File: src/rtl/bnn_sched_pkg.sv
`default_nettype none
// ============================================================================
//  Module      : bnn_sched_pkg
//  Description : Shared types and constants for the BNN tray scheduler:
//                FSM state encoding, tray count, feature width, confirm
//                counter width and a one-hot to index helper.
//  Revision    : 1.0 - initial release
// ============================================================================
package bnn_sched_pkg;

    localparam int NUM_TRAYS = 4;
    localparam int FEAT_W    = 16;
    localparam int CONF_W    = 3;
    localparam int WCNT_W    = 8;

    typedef enum logic [1:0] {
        ST_IDLE   = 2'd0,
        ST_ISSUE  = 2'd1,
        ST_WAIT   = 2'd2,
        ST_COMMIT = 2'd3
    } sched_state_t;

    // Converts a one-hot tray vector to its index. Returns 0 for an all-zero
    // vector; callers only use it when the vector is known to be valid.
    function automatic logic [1:0] onehot_to_idx(input logic [NUM_TRAYS-1:0] oh);
        logic [1:0] idx;
        idx = 2'd0;
        for (int i = 0; i < NUM_TRAYS; i++) begin
            if (oh[i]) idx = 2'(i);
        end
        return idx;
    endfunction

endpackage
`default_nettype wire

File: src/rtl/rr_arbiter4.sv
`default_nettype none
// ============================================================================
//  Module      : rr_arbiter4
//  Description : Purely combinational 4-way round-robin pick. The search
//                begins at ptr and wraps 3 -> 0; the first requesting tray
//                found is granted.
//  Ports       : req[3:0]  request vector
//                ptr[1:0]  search start position
//                gnt[3:0]  one-hot grant (zero when nothing requested)
//                valid     at least one request present
//  Revision    : 1.0 - initial release
// ============================================================================
module rr_arbiter4
    import bnn_sched_pkg::*;
(
    input  logic [NUM_TRAYS-1:0] req,
    input  logic [1:0]           ptr,
    output logic [NUM_TRAYS-1:0] gnt,
    output logic                 valid
);

    always_comb begin
        logic       found;
        logic [1:0] idx;
        gnt   = '0;
        found = 1'b0;
        for (int i = 0; i < NUM_TRAYS; i++) begin
            idx = ptr + 2'(i);
            if (!found && req[idx]) begin
                gnt[idx] = 1'b1;
                found    = 1'b1;
            end
        end
        valid = found;
    end

endmodule
`default_nettype wire

File: src/rtl/bnn_tray_scheduler.sv
`default_nettype none
// ============================================================================
//  Module      : bnn_tray_scheduler
//  Description : Shares one binary-neural-net classifier among four trays.
//                Trays are picked round-robin, the granted tray's features
//                are presented with a start pulse, the result (or a timeout)
//                is committed per tray, and a confirm counter per tray raises
//                harvest_ready after CONFIRM_N consecutive "ready" results.
//  Ports       : clk, rst_n (async, active low), ena (global hold)
//                req[3:0], tray_feat[63:0]          tray side
//                cls_start, cls_feat[15:0]          classifier launch
//                cls_done, cls_result               classifier response
//                grant, result, harvest_ready       per-tray status
//                busy, timeout_err                  scheduler status
//  Revision    : 1.0 - initial release
// ============================================================================
module bnn_tray_scheduler
    import bnn_sched_pkg::*;
#(
    parameter int CONFIRM_N = 3,
    parameter int TIMEOUT   = 15
) (
    input  logic                        clk,
    input  logic                        rst_n,
    input  logic                        ena,
    input  logic [NUM_TRAYS-1:0]        req,
    input  logic [NUM_TRAYS*FEAT_W-1:0] tray_feat,
    output logic                        cls_start,
    output logic [FEAT_W-1:0]           cls_feat,
    input  logic                        cls_done,
    input  logic                        cls_result,
    output logic [NUM_TRAYS-1:0]        grant,
    output logic [NUM_TRAYS-1:0]        result,
    output logic [NUM_TRAYS-1:0]        harvest_ready,
    output logic                        busy,
    output logic                        timeout_err
);

    localparam logic [CONF_W-1:0] CONF_MAX = CONF_W'(CONFIRM_N);
    localparam logic [WCNT_W-1:0] TMO_LAST = WCNT_W'(TIMEOUT - 1);

    sched_state_t        state;
    logic [1:0]          rr_ptr;
    logic [1:0]          gidx;
    logic [WCNT_W-1:0]   wait_cnt;
    logic                commit_dec;
    logic [CONF_W-1:0]   conf_cnt [NUM_TRAYS];

    logic [NUM_TRAYS-1:0] arb_gnt;
    logic                 arb_valid;
    logic [1:0]           arb_idx;
    logic [FEAT_W-1:0]    feat_sel;
    logic [CONF_W-1:0]    conf_cur;
    logic [CONF_W-1:0]    conf_next;

    rr_arbiter4 u_arb (
        .req   (req),
        .ptr   (rr_ptr),
        .gnt   (arb_gnt),
        .valid (arb_valid)
    );

    assign arb_idx = onehot_to_idx(arb_gnt);
    assign busy    = (state != ST_IDLE);

    always_comb begin
        feat_sel = '0;
        for (int i = 0; i < NUM_TRAYS; i++) begin
            if (arb_gnt[i]) feat_sel = tray_feat[i*FEAT_W +: FEAT_W];
        end
    end

    // Saturating confirm count for the tray being committed; a "not ready"
    // decision (including a timeout) restarts the streak.
    always_comb begin
        conf_cur  = conf_cnt[gidx];
        conf_next = '0;
        if (commit_dec) begin
            conf_next = (conf_cur == CONF_MAX) ? conf_cur : conf_cur + CONF_W'(1);
        end
    end

    always_ff @(posedge clk or negedge rst_n) begin
        if (!rst_n) begin
            state         <= ST_IDLE;
            rr_ptr        <= 2'd0;
            gidx          <= 2'd0;
            grant         <= '0;
            cls_start     <= 1'b0;
            cls_feat      <= '0;
            result        <= '0;
            harvest_ready <= '0;
            timeout_err   <= 1'b0;
            wait_cnt      <= '0;
            commit_dec    <= 1'b0;
            for (int i = 0; i < NUM_TRAYS; i++) conf_cnt[i] <= '0;
        end else if (ena) begin
            case (state)
                ST_IDLE: begin
                    if (arb_valid) begin
                        state     <= ST_ISSUE;
                        grant     <= arb_gnt;
                        gidx      <= arb_idx;
                        rr_ptr    <= arb_idx + 2'd1;
                        cls_feat  <= feat_sel;
                        cls_start <= 1'b1;
                    end
                end
                ST_ISSUE: begin
                    cls_start <= 1'b0;
                    wait_cnt  <= '0;
                    state     <= ST_WAIT;
                end
                ST_WAIT: begin
                    // A done arriving on the final WAIT cycle takes priority
                    // over the timeout.
                    if (cls_done) begin
                        commit_dec <= cls_result;
                        state      <= ST_COMMIT;
                    end else if (wait_cnt == TMO_LAST) begin
                        commit_dec  <= 1'b0;
                        timeout_err <= 1'b1;
                        state       <= ST_COMMIT;
                    end else begin
                        wait_cnt <= wait_cnt + WCNT_W'(1);
                    end
                end
                ST_COMMIT: begin
                    result[gidx]        <= commit_dec;
                    conf_cnt[gidx]      <= conf_next;
                    harvest_ready[gidx] <= (conf_next == CONF_MAX);
                    grant               <= '0;
                    state               <= ST_IDLE;
                end
                default: state <= ST_IDLE;
            endcase
        end
    end

endmodule
`default_nettype wire

File: config.mk
export PLATFORM = sky130hd
export DESIGN_NAME = bnn_tray_scheduler
export DESIGN_NICKNAME = d
export VERILOG_FILES = /design/src/rtl/bnn_sched_pkg.sv /design/src/rtl/rr_arbiter4.sv /design/src/rtl/bnn_tray_scheduler.sv
export SDC_FILE = /design/constraint.sdc
export NUM_CORES = 1
export LEC_CHECK = 0
export ABC_CLOCK_PERIOD_IN_PS = 5300
export CAP_MARGIN = 20
export CORE_UTILIZATION = 51
export DETAILED_ROUTE_END_ITERATION = 7
export GPL_TIMING_DRIVEN = 0
export PLACE_DENSITY = 0.83
export SETUP_SLACK_MARGIN = 0.02
export SYNTH_ARGS = -nofsm -noshare
export SYNTH_HDL_FRONTEND = slang
export SYNTH_SLANG_ARGS = --single-unit
File: constraint.sdc
create_clock -name clk -period 5.3 [get_ports clk]
set_input_delay 0.795 -clock clk [delete_from_list [all_inputs] [get_ports clk]]
set_output_delay 0.795 -clock clk [all_outputs]
set_load 0.05 [all_outputs]
Word level (Yosys, flattened, before mapping)
Index checks and enable logic that the tools add are counted.
{ "word_totals": {"reg_bits": 57, "input_bits": 73, "output_inout_bits": 31, "wordCells": 130} }
{ "op_classes": {"n_addsub": 6, "order_cmp": 12, "eq_ne": 10, "mux": 56, "bitwise_logic": 5, "n_reduce_logical": 26} }
{ "op_table": {"columns": ["op", "n"], "rows": [
  ["$mux W16", 4],
  ["$mux W4", 5],
  ["$mux W1", 17],
  ["$mux W8", 2],
  ["$pmux W8 S2", 1],
  ["$lt A2 B3 Y1 const B", 5],
  ["$mux W3", 5],
  ["$reduce_and A3 Y1", 5],
  ["$bwmux W12", 1],
  ["$or A4 B4 Y4", 3],
  ["$demux W1 S2", 5],
  ["$ge A2 B1 Y1 const B", 5],
  ["$mux W2", 5],
  ["$reduce_bool A2 Y1", 5],
  ["$logic_and A1 B1 Y1", 9],
  ["$add A8 B1 Y8 const B", 1],
  ["$bmux W1 S2", 4],
  ["$bwmux W4", 2],
  ["$eq A8 B4 Y1 const B", 1],
  ["$pmux W2 S4", 1],
  ["$pmux W4 S2", 1],
  ["$reduce_and A4 Y1", 2],
  ["$bmux W3 S2", 1],
  ["$demux W3 S2", 1],
  ["16 further kinds", 24]
]} }

Logic depth before layout (Yosys ltp)
{ "logic_depth": {"word_depth": 16, "depth_mapped": 12} }

Hierarchy
Synthesis repeated with hierarchy kept, for this count alone.
{ "hier_totals": {"cells_unflattened": 393, "area_unflattened_um2": 3524.6} }
{ "by_module_without_submodules": {"columns": ["mod", "instances", "cells_each", "area_per_inst_um2", "seq_area_each_um2"], "rows": [
  ["bnn_tray_scheduler", 1, 331, 3030.4, 1426.4],
  ["rr_arbiter4", 1, 62, 494.2, 0.0]
]} }

Least setup slack after synthesis
No wires, ideal clock.
{ "synth_path": {"path_type": "reg2reg", "startpoint": "register rr_ptr[0]", "endpoint": "register cls_feat[0]", "arrival_time_ps": 2827, "required_ps": 5174, "path_slack_ps": 2347, "stages_incl_launch_ff": 12, "path_buffers": 3, "synth_period_minus_slack_ps": 2953, "path_cell_list": "dfrtp_1 -> buf_6 -> inv_1 -> ha_1 -> mux4_2 -> a221o_1 -> a22o_2 -> nor2b_4 -> buf_6 -> buf_12 -> a221oi_2 -> o21ai_1"} }
{ "synth_via": {"elab_chain_cells": 16, "elab_cells_between_ends": 53, "cone_classes": "add/sub: 3; order compare: 8; mux: 28; bitwise: 3; reduce/logical: 11"} }
{ "synth_lines": {"columns": ["item", "line_no", "rtl"], "rows": [
  ["start: declaration", "bnn_tray_scheduler.sv:43", "logic [1:0] rr_ptr;"],
  ["start signal: assignment", "bnn_tray_scheduler.sv:104", "rr_ptr <= arb_idx + 2'd1;"],
  ["branches (longest 16 deep; another with $lt A2 B3 Y1)", null, null],
  ["end signal: assignment", "bnn_tray_scheduler.sv:105", "cls_feat <= feat_sel;"],
  ["end: declaration", "bnn_tray_scheduler.sv:29", "output logic [FEAT_W-1:0] cls_feat,"]
]} }
Several ways; the timed one is not identified. The select of a mux whose other input is x is not followed.
A chain may end at the register's enable or synchronous reset.

Worst setup path in the final report
{ "layout_path": {"startpoint": "register rr_ptr[0]", "endpoint": "register cls_feat[3]"} }
Same word-level chain as after synthesis.

==> results.toml <==
[placed_design]
hpwl_um = 6410
gp_congestion = 0.880
port_buffers = 103

[global_route]
first_global_vias = 3088
antenna_found_initial = 0
gr-usage-all-layers_pct = 26.7
grt_max_degree = 34
grt_pass1_wl_um = 14700
grt-ovfl-total = 0

[synthesis]
synth_top_family_by_area = "compound AO/OA/AOI/OAI gates"
synthXorXnorAreaFrac_pct = 1.56
yosys.area_share.simple_pct = 14.3
synth_area_sq_um = 3360
synth-edff-count = 0
ys.flop_type = "dfrtp_1"
synth_seq_cells = 57
ys_warn_count = 0
synth.distinct_cells = 48
synthCells = 336
synth_seq_area_share_pct = 42.5
synth_fa_ha_area_share_pct = 5.21
async_flop_share_pct = 100
synthMuxAreaShare_pct = 6.85
synth_nets = 423
avgSynthCellArea_sq_um = 10.0
synth_compound_area_share_pct = 25.0

[setup_path]
crit_required_ns = 5.52
cp_top_family = "compound AO/OA/AOI/OAI gates"
start_kind = "flip-flop"
crit_path_max_fanout = 10
crit_buf_inv = 4
slowest_stage = "mux4_2"
worstSetupPathType = "flip-flop to flip-flop"
cpPeakStageDelay_ns = 0.61
crit_top_cell = "buf_2"
arrival_ns = 3.58
crit_path_end_kind = "flip-flop"
crit_chain = "buf_6, inv_1, ha_1, mux4_2, a221oi_1, o2bb2ai_2, buf_2, buf_2, a21o_1, a221oi_2, o21ai_1"

[timing]
slew_headroom_pct = 49.9
worst_slew_pin_slew_ns = 0.744
min_period_over_period_pct = 63.4
setup_tns_ns = 0
grt_setup_unrepaired = "no"
fmax_mhz = 298
finClkSkew_ns = 0.0104
period_minus_slack_ns = 3.36
drv_slew = 0
hold_viol_final = 0
setup_viol = 0

[power_and_ir_drop]
power_density_nw_per_um2 = 643
leakage_nw = 2.12
vdd.ir_drop.worst_uv = 424

[die]
start_util_pct = 52.9
io_pins = 104
die_area_sq_um = 6920
coreArea_sq_um = 6350
num_rows = 29
fp.dieH_um = 83.2
die_w_um = 83.2

[route]
drc = 0
drt_iter0_drc = 111
vias_per_cell = 5.77
vias = 3074
finalWirelength_um = 8820
first_pass_iters = 4
post_drt_wl_per_cell_um = 16.6
ant_nets = 0

[job]
max_cap_violations = 0

[clocking]
cts_made_buffers = 9
max-clock-path-buffers = 2
cts_setup_buffers = 0
clock_latency_ns = 0.34
cts_sinks = 57
htreeDepth = 3
cts_resized = 0
cts-hold-fix-buffers = 0
cts-root-buf = "clkbuf_8"
clk_pin_slew_ns = 0.07
cts_tree = "done"

[finish]
final_core_util_pct = 75.0
drive_gt1_share_pct = 12.1
nets = 538
syn_to_final_growth_pct = 41.8
diodes = 0

[worst_hold_path]
min_path_type = "primary input to async pin"

[outcome]
outcome = "completed"
[registers in the layout (all words and copies together), names as in the netlist]
register	cells
harvest_ready	4
wait_cnt	8
result	4
grant	4
rr_ptr	2
commit_dec	1
conf_cnt	12
cls_start	1
gidx	2
cls_feat	16
timeout_err	1
state	2
[per-layer routing]
layer	GRT usage [%]	share of wire, %	wire (um)	vias to the layer above
met4	14.1	2.8	243	0
met3	7.26	6.6	581	22
li1	-	-	-	1468
met1	32.6	43	3760	1462
met5	0	0	0	-
met2	43.3	48	4240	122
[kinds of logic (layout without fill, tap and decap cells)]
kind of cell	Yosys count	after routing
compound gates	118	118
xor+xnor	6	6
fa+ha+maj	14	14
buf+inv	29	149
flops	57	57
mux	16	16
simple gates	96	96
[through the flow]
| step | hold slack (ns) | instances | setup slack [ns] | total power [mW] | area [sq um] |
|---|---|---|---|---|---|
| 3_3_place_gp | 0.453 | 516 | 1.69 | 2.46 | 4490 |
| 3_5_place_dp | 0.471 | 517 | 1.76 | 2.51 | 4500 |
| 2_1_floorplan | 0.445 | 336 | 2.35 | 2.00 | 3360 |
| 6_report | 0.446 | 533 | 1.94 | 3.06 | 4760 |
| 5_1_grt | 0.489 | 533 | 1.79 | 3.24 | 4760 |
| 4_1_cts | 0.464 | 533 | 1.93 | 3.07 | 4760 |
[synthesized netlist by cell type, types with 2 or more instances]
cell,count,area (sq um)
a21o_1,17,128
a21oi_1,3,15.0
a221o_1,2,20.0
a221oi_1,9,78.8
a221oi_2,10,150
a22o_1,5,43.8
a22oi_1,3,22.5
and2_1,2,12.5
and3_1,2,12.5
buf_2,4,20.0
buf_6,3,33.8
clkbuf_1,10,37.5
dfrtp_1,57,1430
ha_1,14,175
inv_1,9,33.8
mux2_2,6,67.6
mux2i_1,5,50.1
mux4_2,5,113
nand2_1,50,188
nand2b_1,3,18.8
nand3_1,4,20.0
nand4_1,5,31.3
nand4b_1,2,17.5
nor2_1,13,48.8
nor2b_4,2,27.5
nor3_1,3,15.0
nor3b_1,3,22.5
o21ai_0,44,220
o21ai_1,16,80.1
o22ai_1,2,12.5
xor2_1,6,52.6
[power breakdown]
group	leakage (nW)	switching (mW)	internal, mW	total (mW)
Combinational	1.25	1.09	0.745	1.84
Sequential	0.742	0.107	0.586	0.694
Clock	0.129	0.181	0.351	0.532
Total	2.12	1.38	1.68	3.06
[cell usage in the layout, fill, tap and decap left out, drive strengths merged, types with 6 or more instances in the layout]
master / Yosys / routed
clkbuf: 10 / 22
a22o: 6 / 6
buf: 9 / 11
mux2: 6 / 6
a21o: 17 / 17
a221oi: 19 / 19
nand2: 50 / 50
ha: 14 / 14
clkdlybuf4s50: 0 / 102
nor2: 13 / 13
inv: 9 / 9
o21ai: 60 / 60
xor2: 6 / 6
dfrtp: 57 / 57
[layout make-up]
| class | instances | area (sq um) |
|---|---|---|
| plain buffers | 19 | 119 |
| fillers | 471 | 1590 |
| inverters | 10 | 37.5 |
| well taps | 77 | 96.3 |
| multi-input cells | 250 | 1780 |
| clock inverters | 4 | 97.6 |
| flip-flops and latches | 57 | 1430 |
| clock buffers | 12 | 165 |
| repair buffers | 104 | 1050 |
[path summary, 6_finish.rpt]
path,slack [ns],start,to,depth (start not counted)
max in group asynchronous,4.26,rst_n,conf_cnt[9],2
worst min register to register,0.48,harvest_ready[1],harvest_ready[1],2
worst min-delay path,0.45,rst_n,wait_cnt[6],1
worst max-delay path,1.94,rr_ptr[0],cls_feat[3],11
min in group clk,0.48,harvest_ready[1],harvest_ready[1],2
worst max register to register,1.94,rr_ptr[0],cls_feat[3],11
Note: power is estimated with default switching activity, not from simulation.
==> RTL change 1, RTL diff (config.mk and constraints unchanged) <==
Compare `wait_cnt` against `TMO_LAST` with >= in place of ==.
--- a/src/rtl/bnn_tray_scheduler.sv
+++ b/src/rtl/bnn_tray_scheduler.sv
@@ -118,5 +118,5 @@
                         commit_dec <= cls_result;
                         state      <= ST_COMMIT;
-                    end else if (wait_cnt == TMO_LAST) begin
+                    end else if (wait_cnt >= TMO_LAST) begin
                         commit_dec  <= 1'b0;
                         timeout_err <= 1'b1;
Check against the original RTL: same outputs for any inputs over 4 cycles, from zero or initial values and one cycle with rst_n low; that may be too few to reach the edited logic, so the function may still have changed.
==> RTL change 1 against the original RTL <==
  * Clock skew decreased by 4.7 ps
  * Sequential power about the same
  * Die area decreased by 0.95%
  * Power decreased by 7.8%
  * Worst setup slack got worse by 560 ps
  * Area after synthesis decreased by 0.97%
  * Global-route usage increased by 2.3 points
  * Combinational power decreased by 7%
  * Sequential cell count unchanged
  * Routed wire length increased by 5.5%
  * Cell area decreased by 2.3%
  * Critical endpoint is now rr_ptr[1]$_DFFE_PN0P_
==> RTL change 1: results (changes against the original RTL) <==
| Metric | Value |
|---|---|
| Status | finished clean (unchanged) |
| Arr. time, crit path | 4170 ps (was 3580 ps) |
| Sequential cell area fraction in the yosys report | 0.429 (was 0.425) |
| Static Leak | 1.92 nW (was 2.12 nW) |
| Syn Nets | 435 (was 423) |
| DRT Pass-1 Iters | 5 (was 4) |
| Yosys top cell area share | 0.429 (was 0.425) |
| Dpl hpwl | 6.83 mm (was 6.41 mm) |
| Critical path's top delay family | buffers and inverters (was compound AO/OA/AOI/OAI gates) |
| Worst-margin pin slew | 571 ps (was 744 ps) |
| First-pass GRT wire length | 14.7 mm (about the same) |
| M1 wire length | 4.01 mm (was 3.76 mm) |
| Area contributors post-synth | dfrtp_1 (43%), nand2_1 (5.8%), ha_1 (5.3%) (was dfrtp_1 (42%), o21ai_0 (6.6%), nand2_1 (5.6%)) |
| Synth cell count leaders | dfrtp_1 (57), nand2_1 (51), nor2_1 (36) (was dfrtp_1 (57), nand2_1 (50), o21ai_0 (44)) |
| R2R setup slack | 1380 ps (was 1940 ps) |
| Gr usage total | 0.290 (was 0.267) |
| # nets final | 549 (was 538) |
| Vias in the first global route | 3020 (was 3088) |
| 1st-iter DRT viols | 172 (was 111) |
| R2R Path End | rr_ptr[1]$_DFFE_PN0P_ (was cls_feat[3]$_DFFE_PN0P_) |
| R2R depth | 13 (was 11) |
| Dpl ws | 1500 ps (was 1760 ps) |
| Port Buf Inserts | 102 (was 103) |
| Sw Pwr | 1.37 mW (was 1.38 mW) |
| Max Clock Skew | 5.73 ps (was 10.4 ps) |
| Vias per cell | 5.92 (was 5.77) |
## RTL change 1: cell count changes in the layout (fill, tap and decap cells not counted), sizes merged, moves of 5 or more
cell    unedited run  this run
a21o              17         1
o21ai             60        33
nor3               5        13
a22o               6         1
nor2              13        36
a211oi             0        13
## RTL change 1: metal layers
metal / vias up / global-route usage
met2: 127 / 0.464
met1: 1563 / 0.384
met3: 16 / 0.0681
li1: 1514 / -
met4: 0 / 0.103
met5: - / 0
## RTL change 1: logic make-up (layout without fill, tap and decap cells)
group           count (synthesis)  in the layout  synth area share
simple gates                  127            127             0.178
compound gates                101            101             0.227
flops                          57             57             0.429
buf+inv                        31            150            0.0425
mux                            16             16            0.0662
fa+ha+maj                      14             14            0.0527
xor+xnor                        2              2           0.00527
## RTL change 1: power by group through the flow
stage | sequential (mW) | combinational (mW) | clock, mW
2_1_floorplan | 1.03 | 0.854 | 0
3_3_place_gp | 0.693 | 1.68 | 0
3_5_place_dp | 0.699 | 1.71 | 0
4_1_cts | 0.693 | 1.71 | 0.415
5_1_grt | 0.717 | 1.85 | 0.435
6_report | 0.694 | 1.72 | 0.410
## RTL change 1: worst register-to-register path, cell delays in order (launching register included)
cell and delay (ps):
dfrtp_1 450, buf_6 160, clkbuf_1 300, inv_1 180
ha_1 310, buf_2 160, mux2i_1 160, mux2_2 340
a211o_1 290, a22oi_1 240, clkbuf_1 410, clkbuf_1 470
o311ai_0 240, o21ai_0 120
## RTL change 1: area by class of cell
class | count | area, sq um
Buffer | 20 | 100
Clock buffer | 11 | 141
Clock inverter | 5 | 55.1
Fill cell | 459 | 1660
Inverter | 11 | 41.3
Multi-Input combinational cell | 260 | 1760
Sequential cell | 57 | 1430
Tap cell | 77 | 96.3
Timing Repair Buffer | 103 | 1040
## RTL change 1: how the worst max path moves through the flow
stage | slack [ps] | endpoint | cells after the start | start
after floorplan | 2160 | cls_feat[12]$_DFFE_PN0P_ | 13 | rr_ptr[0]$_DFFE_PN0P_
after detailed placement | 1500 | rr_ptr[1]$_DFFE_PN0P_ | 13 | rr_ptr[0]$_DFFE_PN0P_
after global routing | 1160 | rr_ptr[1]$_DFFE_PN0P_ | 13 | rr_ptr[0]$_DFFE_PN0P_
final | 1380 | rr_ptr[1]$_DFFE_PN0P_ | 13 | rr_ptr[0]$_DFFE_PN0P_
after global placement | 1510 | rr_ptr[1]$_DFFE_PN0P_ | 13 | rr_ptr[0]$_DFFE_PN0P_
after CTS | 1470 | cls_feat[11]$_DFFE_PN0P_ | 13 | rr_ptr[0]$_DFFE_PN0P_
## RTL change 1: metrics by stage
stage	instance area [sq um]	std cells	hold WS [ps]
2_1_floorplan	3330	348	445
3_3_place_gp	4440	527	443
3_5_place_dp	4460	528	448
4_1_cts	4660	544	448
5_1_grt	4660	544	486
6_report	4660	544	447
==> RTL change 2, RTL diff (same settings) <==
Made on the original files. Set the package constant `WCNT_W` to 7 (it was 8).
--- a/src/rtl/bnn_sched_pkg.sv
+++ b/src/rtl/bnn_sched_pkg.sv
@@ -12,5 +12,5 @@
     localparam int FEAT_W    = 16;
     localparam int CONF_W    = 3;
-    localparam int WCNT_W    = 8;
+    localparam int WCNT_W    = 7;
 
     typedef enum logic [1:0] {
Behaviour: no difference found for any inputs over 4 cycles, from zero or initial values and one cycle with rst_n low; that may be too few to reach the edited logic, so the function may still have changed.
==> RTL change 2 against the original RTL <==
  * Power fell by 9.5%
  * Area after synthesis fell by 0.60%
  * Utilization fell by 2.6 points
  * Sequential cell count fell by 1
  * Routed wire length fell by 2.2%
  * Worst setup slack got worse by 350 ps
  * Final cell count fell by 2.1%
  * Combinational power fell by 5%
  * Cell area fell by 3.4%
  * Critical path type unchanged
  * Largest cell class unchanged
==> RTL change 2: results (changes against the original RTL) <==
| Metric | Value |
|---|---|
| Grt met3 use | 0.0497 (was 0.0726) |
| Dpl ws | 1580 ps (was 1760 ps) |
| Crit path from | rr_ptr[0]$_DFFE_PN0P_ (unchanged) |
| Clock slew seen by the registers of the worst setup and hold paths | 100 ps (was 70 ps) |
| Status | finished clean (unchanged) |
| Syn Nets | 423 (unchanged) |
| Sequential cell area fraction in the yosys report | 0.420 (was 0.425) |
| Fraction of layout cells with a size suffix above 1 | 0.103 (was 0.121) |
| Met2 WL | 4.37 mm (was 4.24 mm) |
| R2R depth | 9 (was 11) |
| Count of different cell masters after synthesis | 57 (was 48) |
| Total CTS buffers | 5 (was 9) |
| M1 wire length | 3.66 mm (was 3.76 mm) |
| Clock Latency Late Sink | 300 ps (was 340 ps) |
| DRT Pass-1 Iters | 5 (was 4) |
| H-tree levels | 2 (was 3) |
| Static Leak | 1.92 nW (was 2.12 nW) |
| Port Buf Inserts | 102 (was 103) |
| Grt met1 use | 0.317 (was 0.326) |
| Vias in the first global route | 2991 (was 3088) |
| Placer Congestion | 0.837 (was 0.880) |
| GRT met2 Usage | 0.436 (was 0.433) |
| Synth cell count leaders | dfrtp_1 (56), nor2_1 (43), nand2_1 (36) (was dfrtp_1 (57), nand2_1 (50), o21ai_0 (44)) |
| # nets final | 533 (was 538) |
| 1st-iter DRT viols | 128 (was 111) |
| Largest net degree at the start of global routing | 42 (was 34) |
| Arr. time, crit path | 3920 ps (was 3580 ps) |
| Worst-margin pin slew | 679 ps (was 744 ps) |
| CTS max path bufs | 2 (unchanged) |
| Gr usage total | 0.250 (was 0.267) |
| Dpl hpwl | 6.41 mm (about the same) |
| Clk Tree Root Cell | clkbuf_8 (unchanged) |
| Maximum vdd drop | 0.445 mV (was 0.424 mV) |
| Async set-reset flop share out of synthesis | 1.00 (unchanged) |
| Final period utilization | 0.700 (was 0.634) |
| First-pass GRT wire length | 14.2 mm (was 14.7 mm) |
| Largest regs | cls_feat (16), conf_cnt (12), wait_cnt (7) (was cls_feat (16), conf_cnt (12), wait_cnt (8)) |
| Area contributors post-synth | dfrtp_1 (42%), a221oi_1 (6.3%), ha_1 (5.6%) (was dfrtp_1 (42%), o21ai_0 (6.6%), nand2_1 (5.6%)) |
| Vias | 3089 (was 3074) |
| Met3 Wirelength | 511 um (was 581 um) |
| DR WL/cell | 16.5 um (was 16.6 um) |
| Max Clock Skew | 7.07 ps (was 10.4 ps) |
| Synth Warn # | 0 (unchanged) |
| Main synth FF type | dfrtp_1 (unchanged) |
| Setup Fix Bufs, Post-CTS | 0 (unchanged) |
| Antenna violations before repair | 0 (unchanged) |
[RTL change 2: changes by cell type after synthesis, moves of 13 or more]
cell,change
a21o_1,-15
nor2_1,+30
o21ai_1,-15
a221oi_1,+15
nand3_1,+13
o21ai_0,-15
nand2_1,-14
[RTL change 2: cell type report]
type / instances / area (sq um)
inverter: 12 / 45.0
multi-input combinational: 249 / 1800
sequential: 56 / 1400
clock inverter: 2 / 60.1
fill: 476 / 1750
tap: 77 / 96.3
buffer: 18 / 97.6
timing repair buffer: 103 / 1040
clock buffer: 5 / 68.8
[RTL change 2: critical path, cell delays in order, from the launching register on]
cell and delay, ps:
dfrtp_1 600, inv_1 250, ha_1 430, mux4_2 610
or3b_1 410, a22o_1 240, a211oi_4 490, buf_6 220
a221oi_1 100, a221oi_2 260
[RTL change 2: kinds of logic (layout without fill, tap and decap cells)]
logic type,count (synthesis),count (layout),synth area share
XOR/XNOR,6,6,0.0157
flip-flops,56,56,0.420
buffers and inverters,30,140,0.0427
AND/OR/NAND/NOR,125,125,0.185
multiplexers,12,12,0.0611
AO/OA/AOI/OAI,91,91,0.220
adder cells (fa/ha/maj),15,15,0.0562
[RTL change 2: stage by stage]
| stage | cells | hold slack (ps) | instance area [sq um] | total power, mW |
|---|---|---|---|---|
| floorplan | 335 | 445 | 3340 | 1.92 |
| global placement | 514 | 443 | 4460 | 2.40 |
| detailed placement | 515 | 463 | 4470 | 2.45 |
| CTS | 522 | 409 | 4600 | 2.78 |
| global route | 522 | 416 | 4600 | 2.94 |
| finish | 522 | 402 | 4600 | 2.77 |
[RTL change 2: report_power, final]
part | switching (mW) | internal, mW | leakage (nW)
logic | 1.10 | 0.646 | 1.15
registers | 0.117 | 0.587 | 0.707
clock network | 0.139 | 0.186 | 0.0642
